## src/rtl/regfile_dbg_pkg.sv

```systemverilog
// Shared definitions for the register-file debug arbiter: op codes, FSM states
// and register-file geometry.
package regfile_dbg_pkg;

    localparam int unsigned REG_COUNT = 32;
    localparam int unsigned LAST_REG  = 31;

    typedef enum logic [1:0] {
        OP_READ  = 2'b00,
        OP_WRITE = 2'b01,
        OP_DUMP  = 2'b10,
        OP_RSVD  = 2'b11
    } dbg_op_e;

    typedef enum logic [2:0] {
        IDLE,
        DRAIN,
        ACCESS,
        RESP,
        RELEASE
    } dbg_state_e;

    // Reserved op code behaves as a single-register read.
    function automatic dbg_op_e normalize_op(input logic [1:0] raw);
        dbg_op_e op;
        case (raw)
            2'b01:   op = OP_WRITE;
            2'b10:   op = OP_DUMP;
            default: op = OP_READ;
        endcase
        return op;
    endfunction

endpackage

```

## src/rtl/regfile_port_mux.sv

```systemverilog
// Selects whether the pipeline or the debug agent drives the register-file
// read/write ports.
module regfile_port_mux #(
    parameter int unsigned DATA_WIDTH = 32,
    parameter int unsigned ADDR_WIDTH = 5
) (
    input  logic                  dbg_owner,
    input  logic [ADDR_WIDTH-1:0] id_read_reg1,
    input  logic [ADDR_WIDTH-1:0] id_read_reg2,
    input  logic                  pipe_reg_write,
    input  logic [ADDR_WIDTH-1:0] wb_rt_rd,
    input  logic [DATA_WIDTH-1:0] wb_write_data,
    input  logic [ADDR_WIDTH-1:0] dbg_read_reg,
    input  logic                  dbg_reg_write,
    input  logic [ADDR_WIDTH-1:0] dbg_write_addr,
    input  logic [DATA_WIDTH-1:0] dbg_write_data,
    output logic [ADDR_WIDTH-1:0] rf_read_reg1,
    output logic [ADDR_WIDTH-1:0] rf_read_reg2,
    output logic                  rf_reg_write,
    output logic [ADDR_WIDTH-1:0] rf_rt_rd,
    output logic [DATA_WIDTH-1:0] rf_write_data
);

    always_comb begin
        if (dbg_owner) begin
            rf_read_reg1  = dbg_read_reg;
            rf_read_reg2  = '0;
            rf_reg_write  = dbg_reg_write;
            rf_rt_rd      = dbg_write_addr;
            rf_write_data = dbg_write_data;
        end else begin
            rf_read_reg1  = id_read_reg1;
            rf_read_reg2  = id_read_reg2;
            rf_reg_write  = pipe_reg_write;
            rf_rt_rd      = wb_rt_rd;
            rf_write_data = wb_write_data;
        end
    end

endmodule

```

## src/rtl/regfile_debug_arbiter.sv

```systemverilog
// Arbitrates the register file between the pipeline and the UART debug agent,
// stalling the pipeline for debug reads, writes and full-register dumps.
module regfile_debug_arbiter
    import regfile_dbg_pkg::*;
#(
    parameter int unsigned DATA_WIDTH = 32,
    parameter int unsigned ADDR_WIDTH = 5
) (
    input  logic                  clock,
    input  logic                  reset,
    input  logic [ADDR_WIDTH-1:0] id_read_reg1,
    input  logic [ADDR_WIDTH-1:0] id_read_reg2,
    input  logic                  wb_reg_write,
    input  logic [ADDR_WIDTH-1:0] wb_rt_rd,
    input  logic [DATA_WIDTH-1:0] wb_write_data,
    output logic [ADDR_WIDTH-1:0] rf_read_reg1,
    output logic [ADDR_WIDTH-1:0] rf_read_reg2,
    output logic                  rf_reg_write,
    output logic [ADDR_WIDTH-1:0] rf_rt_rd,
    output logic [DATA_WIDTH-1:0] rf_write_data,
    input  logic [DATA_WIDTH-1:0] rf_reg1_data,
    input  logic                  dbg_req_valid,
    output logic                  dbg_req_ready,
    input  logic [1:0]            dbg_req_op,
    input  logic [ADDR_WIDTH-1:0] dbg_req_addr,
    input  logic [DATA_WIDTH-1:0] dbg_req_data,
    output logic                  dbg_rsp_valid,
    input  logic                  dbg_rsp_ready,
    output logic [ADDR_WIDTH-1:0] dbg_rsp_addr,
    output logic [DATA_WIDTH-1:0] dbg_rsp_data,
    output logic                  dbg_rsp_last,
    output logic                  stall_req,
    input  logic                  stall_ack,
    output logic                  busy,
    output logic                  err_wb_drop
);

    dbg_state_e            state_q, state_d;
    dbg_op_e               req_op_q;
    logic [ADDR_WIDTH-1:0] req_addr_q;
    logic [DATA_WIDTH-1:0] req_data_q;
    logic [ADDR_WIDTH-1:0] beat_q;
    logic [ADDR_WIDTH-1:0] rsp_addr_q;
    logic [DATA_WIDTH-1:0] rsp_data_q;
    logic                  rsp_last_q;
    logic                  err_q;
    logic                  stall_q;

    logic                  accept;
    logic                  rsp_fire;
    logic                  more_beats;
    logic                  stall_next;
    logic                  dbg_owner;
    logic                  pipe_wr_allow;
    logic                  dbg_wr_en;
    logic [ADDR_WIDTH-1:0] target;

    assign accept     = dbg_req_valid & dbg_req_ready;
    assign rsp_fire   = dbg_rsp_valid & dbg_rsp_ready;
    assign more_beats = (req_op_q == OP_DUMP) && (beat_q != ADDR_WIDTH'(LAST_REG));
    assign target     = (req_op_q == OP_DUMP) ? beat_q : req_addr_q;
    assign stall_next = (state_d == DRAIN) || (state_d == ACCESS) || (state_d == RESP);

    always_ff @(posedge clock or posedge reset) begin
        if (reset) begin
            state_q <= IDLE;
        end else begin
            state_q <= state_d;
        end
    end

    always_comb begin
        state_d = state_q;
        case (state_q)
            IDLE:    if (accept)        state_d = DRAIN;
            DRAIN:   if (stall_ack)     state_d = ACCESS;
            ACCESS:                     state_d = RESP;
            RESP:    if (dbg_rsp_ready) state_d = more_beats ? ACCESS : RELEASE;
            RELEASE: if (!stall_ack)    state_d = IDLE;
            default:                    state_d = IDLE;
        endcase
    end

    // Ready is masked by reset so every output reads 0 while reset is held.
    always_comb begin
        dbg_req_ready = (state_q == IDLE) && !reset;
        dbg_rsp_valid = (state_q == RESP);
        busy          = (state_q != IDLE);
        dbg_owner     = (state_q == ACCESS);
        pipe_wr_allow = (state_q == IDLE) || (state_q == DRAIN);
        dbg_wr_en     = (state_q == ACCESS) && (req_op_q == OP_WRITE);
    end

    // stall_req comes straight from a flop so the pipeline never sees a glitch.
    always_ff @(posedge clock or posedge reset) begin
        if (reset) begin
            req_op_q   <= OP_READ;
            req_addr_q <= '0;
            req_data_q <= '0;
            beat_q     <= '0;
            rsp_addr_q <= '0;
            rsp_data_q <= '0;
            rsp_last_q <= 1'b0;
            err_q      <= 1'b0;
            stall_q    <= 1'b0;
        end else begin
            if (accept) begin
                req_op_q   <= normalize_op(dbg_req_op);
                req_addr_q <= dbg_req_addr;
                req_data_q <= dbg_req_data;
                beat_q     <= '0;
            end else if (rsp_fire && more_beats) begin
                beat_q <= beat_q + 1'b1;
            end
            if (state_q == ACCESS) begin
                rsp_addr_q <= target;
                rsp_data_q <= (req_op_q == OP_WRITE) ? req_data_q : rf_reg1_data;
                rsp_last_q <= (req_op_q != OP_DUMP) || (beat_q == ADDR_WIDTH'(LAST_REG));
            end
            if (wb_reg_write && !pipe_wr_allow) begin
                err_q <= 1'b1;
            end
            stall_q <= stall_next;
        end
    end

    assign stall_req    = stall_q;
    assign err_wb_drop  = err_q;
    assign dbg_rsp_addr = rsp_addr_q;
    assign dbg_rsp_data = rsp_data_q;
    assign dbg_rsp_last = rsp_last_q;

    regfile_port_mux #(
        .DATA_WIDTH (DATA_WIDTH),
        .ADDR_WIDTH (ADDR_WIDTH)
    ) u_port_mux (
        .dbg_owner      (dbg_owner),
        .id_read_reg1   (id_read_reg1),
        .id_read_reg2   (id_read_reg2),
        .pipe_reg_write (wb_reg_write & pipe_wr_allow),
        .wb_rt_rd       (wb_rt_rd),
        .wb_write_data  (wb_write_data),
        .dbg_read_reg   (target),
        .dbg_reg_write  (dbg_wr_en),
        .dbg_write_addr (req_addr_q),
        .dbg_write_data (req_data_q),
        .rf_read_reg1   (rf_read_reg1),
        .rf_read_reg2   (rf_read_reg2),
        .rf_reg_write   (rf_reg_write),
        .rf_rt_rd       (rf_rt_rd),
        .rf_write_data  (rf_write_data)
    );

endmodule

```

## config.mk

```make
export PLATFORM = sky130hd
export DESIGN_NAME = regfile_debug_arbiter
export DESIGN_NICKNAME = d
export VERILOG_FILES = /design/src/rtl/regfile_dbg_pkg.sv /design/src/rtl/regfile_port_mux.sv /design/src/rtl/regfile_debug_arbiter.sv
export SDC_FILE = /design/constraint.sdc
export NUM_CORES = 1
export LEC_CHECK = 0
export CORE_MARGIN = 10
export CORE_UTILIZATION = 42
export CTS_BUF_LIST = sky130_fd_sc_hd__clkbuf_4
export CTS_CLUSTER_SIZE = 28
export DETAILED_ROUTE_END_ITERATION = 8
export PLACE_DENSITY_LB_ADDON = 0.25
export SYNTH_ARGS = -nofsm -noshare
export SYNTH_HDL_FRONTEND = slang
export SYNTH_SLANG_ARGS = --single-unit
```

## constraint.sdc

```tcl
create_clock -name clock -period 3.3 [get_ports clock]
set_input_delay 0.495 -clock clock [delete_from_list [all_inputs] [get_ports clock]]
set_output_delay 0.495 -clock clock [all_outputs]
set_load 0.01 [all_outputs]
```

==> results.json, run 1 <==
{
  "wirelength_um": 14200,
  "cts_resized": 0,
  "clk_pin_slew_ps": 150,
  "yosys.area.top_type": "dfrtp_1",
  "synth_area_leaders": "dfrtp_1 51%, nand2_1 13%, mux2_1 10%",
  "grt_first_pass_wirelength_um": 21600,
  "critPathMaxFanout": 24,
  "fp.dieW_um": 121,
  "drc_errors": 0,
  "synth_cell_types": 33,
  "status": "finished, final reports clean",
  "first_global_vias": 4082,
  "use_met1": 0.207,
  "final_cell_mix": "214 x clkdlybuf4s50_1, 148 x nand2_1, 87 x dfrtp_1",
  "grt_util_met2": 0.323,
  "path_class": "reg2out",
  "yosys_warnings": 0,
  "fillerInstances": 790,
  "p_seq_frac": 0.346,
  "syn2layout_area_growth_pct": 55.9,
  "slew_headroom": 0.608,
  "skew_ps": 28.5,
  "post_dp_cell_area_sq_um": 6580,
  "power.leakage_uw": 0.00310,
  "p_clk_frac": 0.108,
  "intPower_uw": 3440,
  "dr.pass1.iters": 5,
  "viasPerCell": 4.98,
  "drv_cap": 0,
  "place_congestion": 0.816,
  "hpwl_um": 10800,
  "cts_made_buffers": 9,
  "grt_start_max_net_pins": 81,
  "drv_slew": 0,
  "start_util": 0.437,
  "synth.cell_area_sq_um": 4310,
  "max-clock-path-buffers": 2,
  "grtUsageMet3": 0.0558,
  "drtIter0Drc": 157,
  "powerDensity_nw_per_um2": 839,
  "fin_hold_ws_ps": 315,
  "rows": 36,
  "setup_viol_count_final": 0,
  "antenna_found_initial": 0,
  "overflow": 0,
  "design.core.area_sq_um": 9860,
  "cts-root-buf": "clkbuf_4",
  "timing.fmax_mhz": 323,
  "yosysTopAreaCellShare": 0.505,
  "syn_nets": 578,
  "tightest_slew_ps": 588,
  "postLayoutCellArea_sq_um": 6720,
  "fp.dieH_um": 121,
  "cp_data_required_time_ps": 2800,
  "finalPower_uw": 5640,
  "fin_crit_ps": 3100,
  "min_path_type": "in2async",
  "ir_drop_v": 0.000461,
  "synthCells": 452,
  "finalHoldViolCount": 0,
  "cts_tree": "done",
  "tns_ps": 0,
  "h-tree-depth": 3,
  "layout.nets": 780,
  "rsz0062_at_grt": "false",
  "syn-mean-instance-area_sq_um": 9.54,
  "portBuffers": 214,
  "seq_area_frac_synth": 0.505,
  "start_kind": "flip-flop",
  "n_antenna_cell": 0,
  "top_usage_layer": "met2",
  "antenna_left": 0,
  "clock_latency_ps": 420,
  "netSwitchingPower_uw": 2190,
  "ios": 215,
  "clock_sinks": 87,
  "grt_usage": 0.183,
  "dr_total_vias": 3943,
  "min_period_over_period": 0.938,
  "drive_gt1_frac": 0.0471,
  "arrival_ps": 2600,
  "wl_per_cell_um": 17.9,
  "worst_setup_path_end_kind": "output pin",
  "comb_power_share": 0.545,
  "synth_seq_cells": 87,
  "dieArea_sq_um": 14700,
  "final_common_cell": "clkdlybuf4s50_1",
  "switching_share": 0.389
}
[stage by stage]
step	instances	util	setup slack, ps
5_1_grt	791	0.681	66.2
3_5_place_dp	775	0.667	613
6_report	791	0.681	204
3_3_place_gp	775	0.667	679
2_1_floorplan	452	-	555
4_1_cts	790	0.680	121
[repair_timing]
item | 4_1_cts | 5_1_grt
buffers inserted | 0 | 0
hold buffers | 0 | 0
endpoints found under the setup margin | 0 | 10
[layer usage]
layer	up-vias	routed length, um	share of wire
li1	1910	-	-
met1	1896	5640	0.40
met2	125	7290	0.51
met3	12	1090	0.077
met4	0	169	0.012
met5	-	0	0
[cell families (layout without fill, tap and decap cells)]
kind of cell             Yosys count  count (layout)  share of synthesized area
AND/OR/NAND/NOR                  204             205                      0.205
flip-flops                        87              87                      0.505
multiplexers                      71              71                      0.176
AO/OA/AOI/OAI                     55              55                     0.0723
buffers and inverters             33             238                     0.0357
adder cells (fa/ha/maj)            2               2                    0.00580
[final cells by class]
cell class | instances | area [sq um] | share of cell area
timing repair buffer | 221 | 2230 | 0.332
sequential | 87 | 2180 | 0.324
multi-input combinational | 333 | 2000 | 0.298
tap | 133 | 166 | 0.0248
clock buffer | 12 | 90.1 | 0.0134
clock inverter | 3 | 45.0 | 0.00670
inverter | 2 | 8.76 | 0.00130
[state kept, by name, indices dropped and copies added, names as in the netlist, 2 cells and up]
register / flops
req_data_q: 32
dbg_rsp_addr: 5
beat_q: 5
req_op_q: 2
state_q: 3
dbg_rsp_data: 32
req_addr_q: 5
[synthesized netlist by cell type, drive strengths merged]
master and instances:
mux2 39, o2bb2a 1, nor2 24, and3 1, mux2i 32, nand3 2
inv 2, dfrtp 87, or3b 2, nand4b 1, a22o 2, nand3b 1
ha 2, or4 2, and3b 5, buf 16, or2b 1, nand2b 2
or3 2, a211oi 5, nand2 148, clkbuf 15, o31ai 3, nor4 1
nor2b 2, nor3b 4, a21oi 5, o21ai 39, and2 6
[path summary, 6_finish.rpt]
kind                            slack (ps)        start         endpoint  cells after the start
worst max-delay path                   200   state_q[1]     rf_reg_write                      3
min in group clock                     490  err_wb_drop      err_wb_drop                      1
worst min register to register         490  err_wb_drop      err_wb_drop                      1
worst min-delay path                   310        reset  dbg_rsp_addr[2]                      2
worst max register to register        1040   state_q[1]   req_data_q[14]                      4
max in group asynchronous             2300        reset        beat_q[1]                      3
[power groups by stage]
stage	Sequential (uW)	Clock (uW)	Combinational [uW]
CTS	1940	628	3110
finish	1950	610	3070
global placement	1930	0	3030
global route	2020	679	3340
detailed placement	1970	0	3100
floorplan	1960	0	1520
[critical path, cell delays in order (launching register included)]
cell and delay [ps]:
dfrtp_1 610, or3b_2 760, o21ai_1 240, clkdlybuf4s50_1 570
No activity file was read; power rests on OpenSTA's default activity.
==> inputs of run 2 (changes only) <==
CORE_ASPECT_RATIO = 1.1   (was unset)
HOLD_SLACK_MARGIN = 0.1   (was unset)
SLEW_MARGIN = 20   (was unset)
==> run 2 against run 1 <==
Clock-buffer cell count down 3. Sequential share of layout area up 0.34 points. Final cell count decreased by 1.4%. Non-clock buffer count up 3. Global-route usage grew 0.51 points. Worst setup slack better by 20 ps. Clock power down 18%. Total power down 2.1%. Largest power group unchanged. Combinational power is essentially flat. Critical endpoint unchanged. First-iteration DRC count shrank 10%.
==> results.json, run 2 (synthesis gave the netlist of run 1 again) <==
{
  "status": "finished, final reports clean",
  "dr_total_vias": 3922,
  "ios": 215,
  "drv_slew": 0,
  "cts-root-buf": "clkbuf_4",
  "power.leakage_uw": 0.00308,
  "grt_start_max_net_pins": 51,
  "drtIter0Drc": 141,
  "tns_ps": 0,
  "ir_drop_v": 0.000515,
  "timing.fmax_mhz": 325,
  "max-clock-path-buffers": 2,
  "grt_usage": 0.188,
  "drv_cap": 0,
  "dr.pass1.iters": 4,
  "worst_setup_path_end_kind": "output pin",
  "fin_util": 0.670,
  "skew_ps": 20.7,
  "start_util": 0.434,
  "timing.rr.end": "beat_q[3]",
  "wl_per_cell_um": 18.6,
  "ff2ff_setup_slack_ps": 1050,
  "finalPower_uw": 5520,
  "finalHoldViolCount": 0,
  "min_period_over_period": 0.932,
  "cts_tree": "done",
  "multiInputGateArea_sq_um": 2000,
  "cp_data_required_time_ps": 2800,
  "placed_cells": 765,
  "tightest_slew_ps": 607,
  "slew_headroom": 0.596,
  "clock_sinks": 87,
  "place_congestion": 0.794,
  "arrival_ps": 2580,
  "rsz0062_at_grt": "false",
  "start_kind": "flip-flop",
  "drive_gt1_frac": 0.0500,
  "layout.nets": 783,
  "final_common_cell": "clkdlybuf4s50_1",
  "h-tree-depth": 3,
  "syn2layout_area_growth_pct": 54.4,
  "first_global_vias": 4060,
  "regArea_sq_um": 2180,
  "finalNonFillerCells": 780,
  "overflow": 0,
  "rows": 38,
  "portBuffers": 214,
  "fillerInstances": 814,
  "antenna_found_initial": 0,
  "fp.dieW_um": 117,
  "cts_made_buffers": 9,
  "cts_setup_buffers": 0,
  "path_class": "reg2out",
  "dieArea_sq_um": 14700,
  "clk_pin_slew_ps": 120,
  "fp.dieH_um": 126,
  "setup_viol_count_final": 0,
  "fin_crit_ps": 3080,
  "clock_latency_ps": 430,
  "drc_errors": 0,
  "holdBufCountCts": 0,
  "design.core.area_sq_um": 9940,
  "viasPerCell": 5.03,
  "hpwl_um": 11100,
  "grt_first_pass_wirelength_um": 22000,
  "n_antenna_cell": 0,
  "antenna_left": 0,
  "critPathMaxFanout": 28,
  "r2r-start": "beat_q[0]",
  "powerDensity_nw_per_um2": 829,
  "wirelength_um": 14500,
  "reg2regPathDepth": 6,
  "min_path_type": "in2async",
  "final_cell_mix": "214 x clkdlybuf4s50_1, 148 x nand2_1, 86 x dfrtp_1"
}
==> run 2: changes by cell type in the layout (fill, tap and decap cells not counted) <==
cell / before / now
dfrtp_1: 87 / 86
a211oi_1: 5 / 4
bufinv_16: 1 / 0
dfrtp_2: 0 / 1
buf_12: 3 / 0
clkbuf_4: 12 / 9
clkinv_2: 1 / 2
a211oi_2: 0 / 1
clkinv_1: 0 / 2
buf_4: 4 / 10
==> run 2: worst max-delay path by stage <==
stage	from	endpoint	slack, ps	cells after the start
floorplan	reset	beat_q[0]	550	1
global placement	state_q[1]	rf_read_reg1[3]	600	4
detailed placement	state_q[1]	rf_write_data[30]	530	5
CTS	state_q[1]	rf_write_data[30]	30	5
global route	state_q[2]	rf_write_data[23]	50	5
finish	state_q[2]	rf_reg_write	220	4
==> run 2: final cells by class <==
type                            count  area share
Timing Repair Buffer              224       0.333
Sequential cell                    87       0.327
Multi-Input combinational cell    333       0.301
Tap cell                          120      0.0226
Clock buffer                        9      0.0102
Clock inverter                      5     0.00414
Inverter                            2     0.00132
==> run 2: power breakdown <==
part	internal [uW]	total [uW]	switching, uW
clock	141	499	358
sequential	1570	1960	388
combinational	1610	3060	1450
==> run 2: per-layer routing <==
layer | share of wire | global-route usage
met1 | 0.38 | 0.205
met2 | 0.54 | 0.339
met3 | 0.069 | 0.0480
met4 | 0.018 | 0.0677
met5 | 0 | 0
==> run 2: worst max-delay path, cell delays in order (launching register included) <==
cell,delay [ps]
dfrtp_1,570
or3b_4,600
buf_4,290
o21ai_1,150
clkdlybuf4s50_1,560
==> run 2: stage by stage <==
stage / setup WS, ps / hold WS (ps) / cell area (sq um)
floorplan: 555 / 480 / 4310
global placement: 597 / 463 / 6540
detailed placement: 533 / 466 / 6540
CTS: 33.9 / 290 / 6640
global route: 50.5 / 310 / 6650
finish: 224 / 316 / 6650
==> run 2: repair_timing <==
item	CTS	global route
setup endpoints to repair	0	28
hold endpoints to repair	0	0
resized for setup	0	2
==> patch, RTL diff (settings of run 1) <==
`ADDR_WIDTH` is set to 5 in 2 places; all go to 4.
--- a/src/rtl/regfile_port_mux.sv
+++ b/src/rtl/regfile_port_mux.sv
@@ -4,3 +4,3 @@
     parameter int unsigned DATA_WIDTH = 32,
-    parameter int unsigned ADDR_WIDTH = 5
+    parameter int unsigned ADDR_WIDTH = 4
 ) (
--- a/src/rtl/regfile_debug_arbiter.sv
+++ b/src/rtl/regfile_debug_arbiter.sv
@@ -6,3 +6,3 @@
     parameter int unsigned DATA_WIDTH = 32,
-    parameter int unsigned ADDR_WIDTH = 5
+    parameter int unsigned ADDR_WIDTH = 4
 ) (
Interface: changed (8 resized); port bits go from 215 to 207. No check against the original RTL was run, so the function may have changed too.
==> patch against run 1 <==
Register-to-register slack improved by 0.34 ns; total power fell by 3.7%; sequential cell count fell by 3; worst setup slack got worse by 0.029 ns; count of clock-buffer cells in the layout fell by 2; synthesized area fell by 4.4%; via count fell by 14%; wire length fell by 12%; sequential share of layout area rose by 0.51 points; cell area fell by 4.9%; first-iteration DRC count rose by 18%; largest cell class unchanged.
==> patch: results (changes against run 1) <==
The flow ran to the end, and the final reports show no timing, DRC or antenna violations. The post-synthesis mux area share came to 27.6% (+10 points). The root cell of the clock tree is sky130_fd_sc_hd__clkbuf_4. The count of unique library cells instantiated by Yosys came out at 29 (-12%).

The final net count came to 676 (-13%). The largest net degree at the start of global routing came out at 62 (-23%). The parity-gate share of the synthesized area counting xor and xnor cells came out at 0% (unchanged). The post-synth net total came out at 480 (-17%).

The final worst clock skew came out at 0.0151 ns (-0.0134 ns). The area share of the leading cell type in the synthesized netlist came out at 51.0% (+0.48 points). The commonest cells after synthesis are 84 x sky130_fd_sc_hd__dfrtp_1, 70 x sky130_fd_sc_hd__mux2_2, 52 x sky130_fd_sc_hd__nor2_1, 34 x sky130_fd_sc_hd__a21oi_1, 32 x sky130_fd_sc_hd__mux2i_1. The maximum fanout along the worst path came out at 61 (+150%).

The leakage power came out at 2.75 nW (-11%). The first-pass iteration count of the detailed router is 4 (-1). The share of final-layout standard cells stronger than drive strength 1 is 16.7% (+12 points). The area fraction in compound gates after synthesis came out at 6.28% (-0.95 points).

The number of port buffers came out at 206 (-3.7%). The average wire per cell in the routed design came to 18.0 um (+0.38%). The maximum vdd ir drop came out at 0.000391 V (-15%). Sorting the synthesized cells by area gives the leading types as sky130_fd_sc_hd__dfrtp_1 51%, sky130_fd_sc_hd__mux2_2 19%, sky130_fd_sc_hd__mux2i_1 7.8%. The tightest slew margin relative to the limit is 57.3% (-3.5 points).

The adder-cell share of the synthesized area came out at 0.303% (-0.28 points). In this run the worst hold path is classified as reg2reg. The warning count from the yosys run came to 0 (unchanged). The overall routing resource usage is 16.9% (-1.3 points). The proportion of register bits with asynchronous set or reset after synthesis came out at 100% (unchanged). The global-route wire length before repair was 19300 um (-11%). The most critical setup path has its startpoint at state_q[1].

The half-perimeter wire length after detailed placement came out at 9580 um (-11%). The worst hold path begins at err_wb_drop. The clock-pin transition on the worst setup and hold timing paths was 0.12 ns (-0.03 ns). The final RePlAce weighted congestion is 0.752 (-7.8%). The via count of the first global-routing pass is 3625 (-11%). The starting DRC count in detailed routing is 186 (+18%). The final-layout fill cell count is 817 (+3.4%). The data arrival time of the worst path came to 2.63 ns (+0.03 ns).

The number of setup buffers added after CTS came out at 0 (unchanged). The total via count after detailed routing came out at 3394 (-14%). The part of the Yosys area used for sequential elements is 51.0% (+0.48 points).
[patch: path summary, 6_finish.rpt]
path | endpoint | slack (ns) | depth (start not counted)
setup / recovery | rf_write_data[28] | 0.17 | 4
hold / removal | err_wb_drop | 0.49 | 1
setup reg to reg | req_data_q[9] | 1.38 | 3
hold reg to reg | err_wb_drop | 0.49 | 1
max in group asynchronous | dbg_rsp_data[16] | 2.11 | 3
min in group asynchronous | dbg_rsp_data[4] | 0.53 | 2
[patch: cell type report]
cell class / count / area share, %
clock inverters: 4 / 0.666
multi-input cells: 246 / 29.0
flip-flops and latches: 84 / 32.9
well taps: 133 / 2.61
clock buffers: 10 / 1.18
repair buffers: 210 / 33.3
inverters: 4 / 0.255
[patch: cell families (layout without fill, tap and decap cells)]
kind of cell / count (synthesis) / count (layout)
muxes: 104 / 104
and+or+nand+nor: 93 / 93
DFF: 84 / 84
AOI/OAI and AO/OA: 48 / 48
buffers and inverters: 29 / 228
adders and majority gates: 1 / 1
[patch: critical path, cell delays in order (launching register included)]
cell                              delay (ns)
sky130_fd_sc_hd__dfrtp_1                0.58
sky130_fd_sc_hd__nor3b_2                0.42
sky130_fd_sc_hd__buf_12                 0.31
sky130_fd_sc_hd__mux2_2                 0.37
sky130_fd_sc_hd__clkdlybuf4s50_1        0.49
[patch: routing by layer]
| metal | up-vias | part of all wire, % | track usage, % |
|---|---|---|---|
| met5 | - | 0 | 0 |
| met4 | 0 | 1.4 | 5.80 |
| met3 | 13 | 11 | 7.98 |
| met2 | 144 | 47 | 27.5 |
| met1 | 1593 | 40 | 19.2 |
| li1 | 1644 | - | - |
[patch: where the power goes]
group,internal (mW),leakage (nW),switching (mW)
clock network,0.226,0.0672,0.328
logic,1.72,1.71,1.27
registers,1.52,0.975,0.366
total,3.47,2.75,1.96
[patch: per-stage QoR]
step	instance area, um2	cells	hold WS, ns	utilization (%)	setup WS (ns)
after floorplan	4120	359	0.474	-	0.640
after global placement	6270	677	0.456	64.7	0.711
after detailed placement	6270	677	0.466	64.7	0.662
after CTS	6390	691	0.496	66.0	0.154
after global routing	6390	691	0.509	66.0	0.0752
final	6390	691	0.488	66.0	0.175
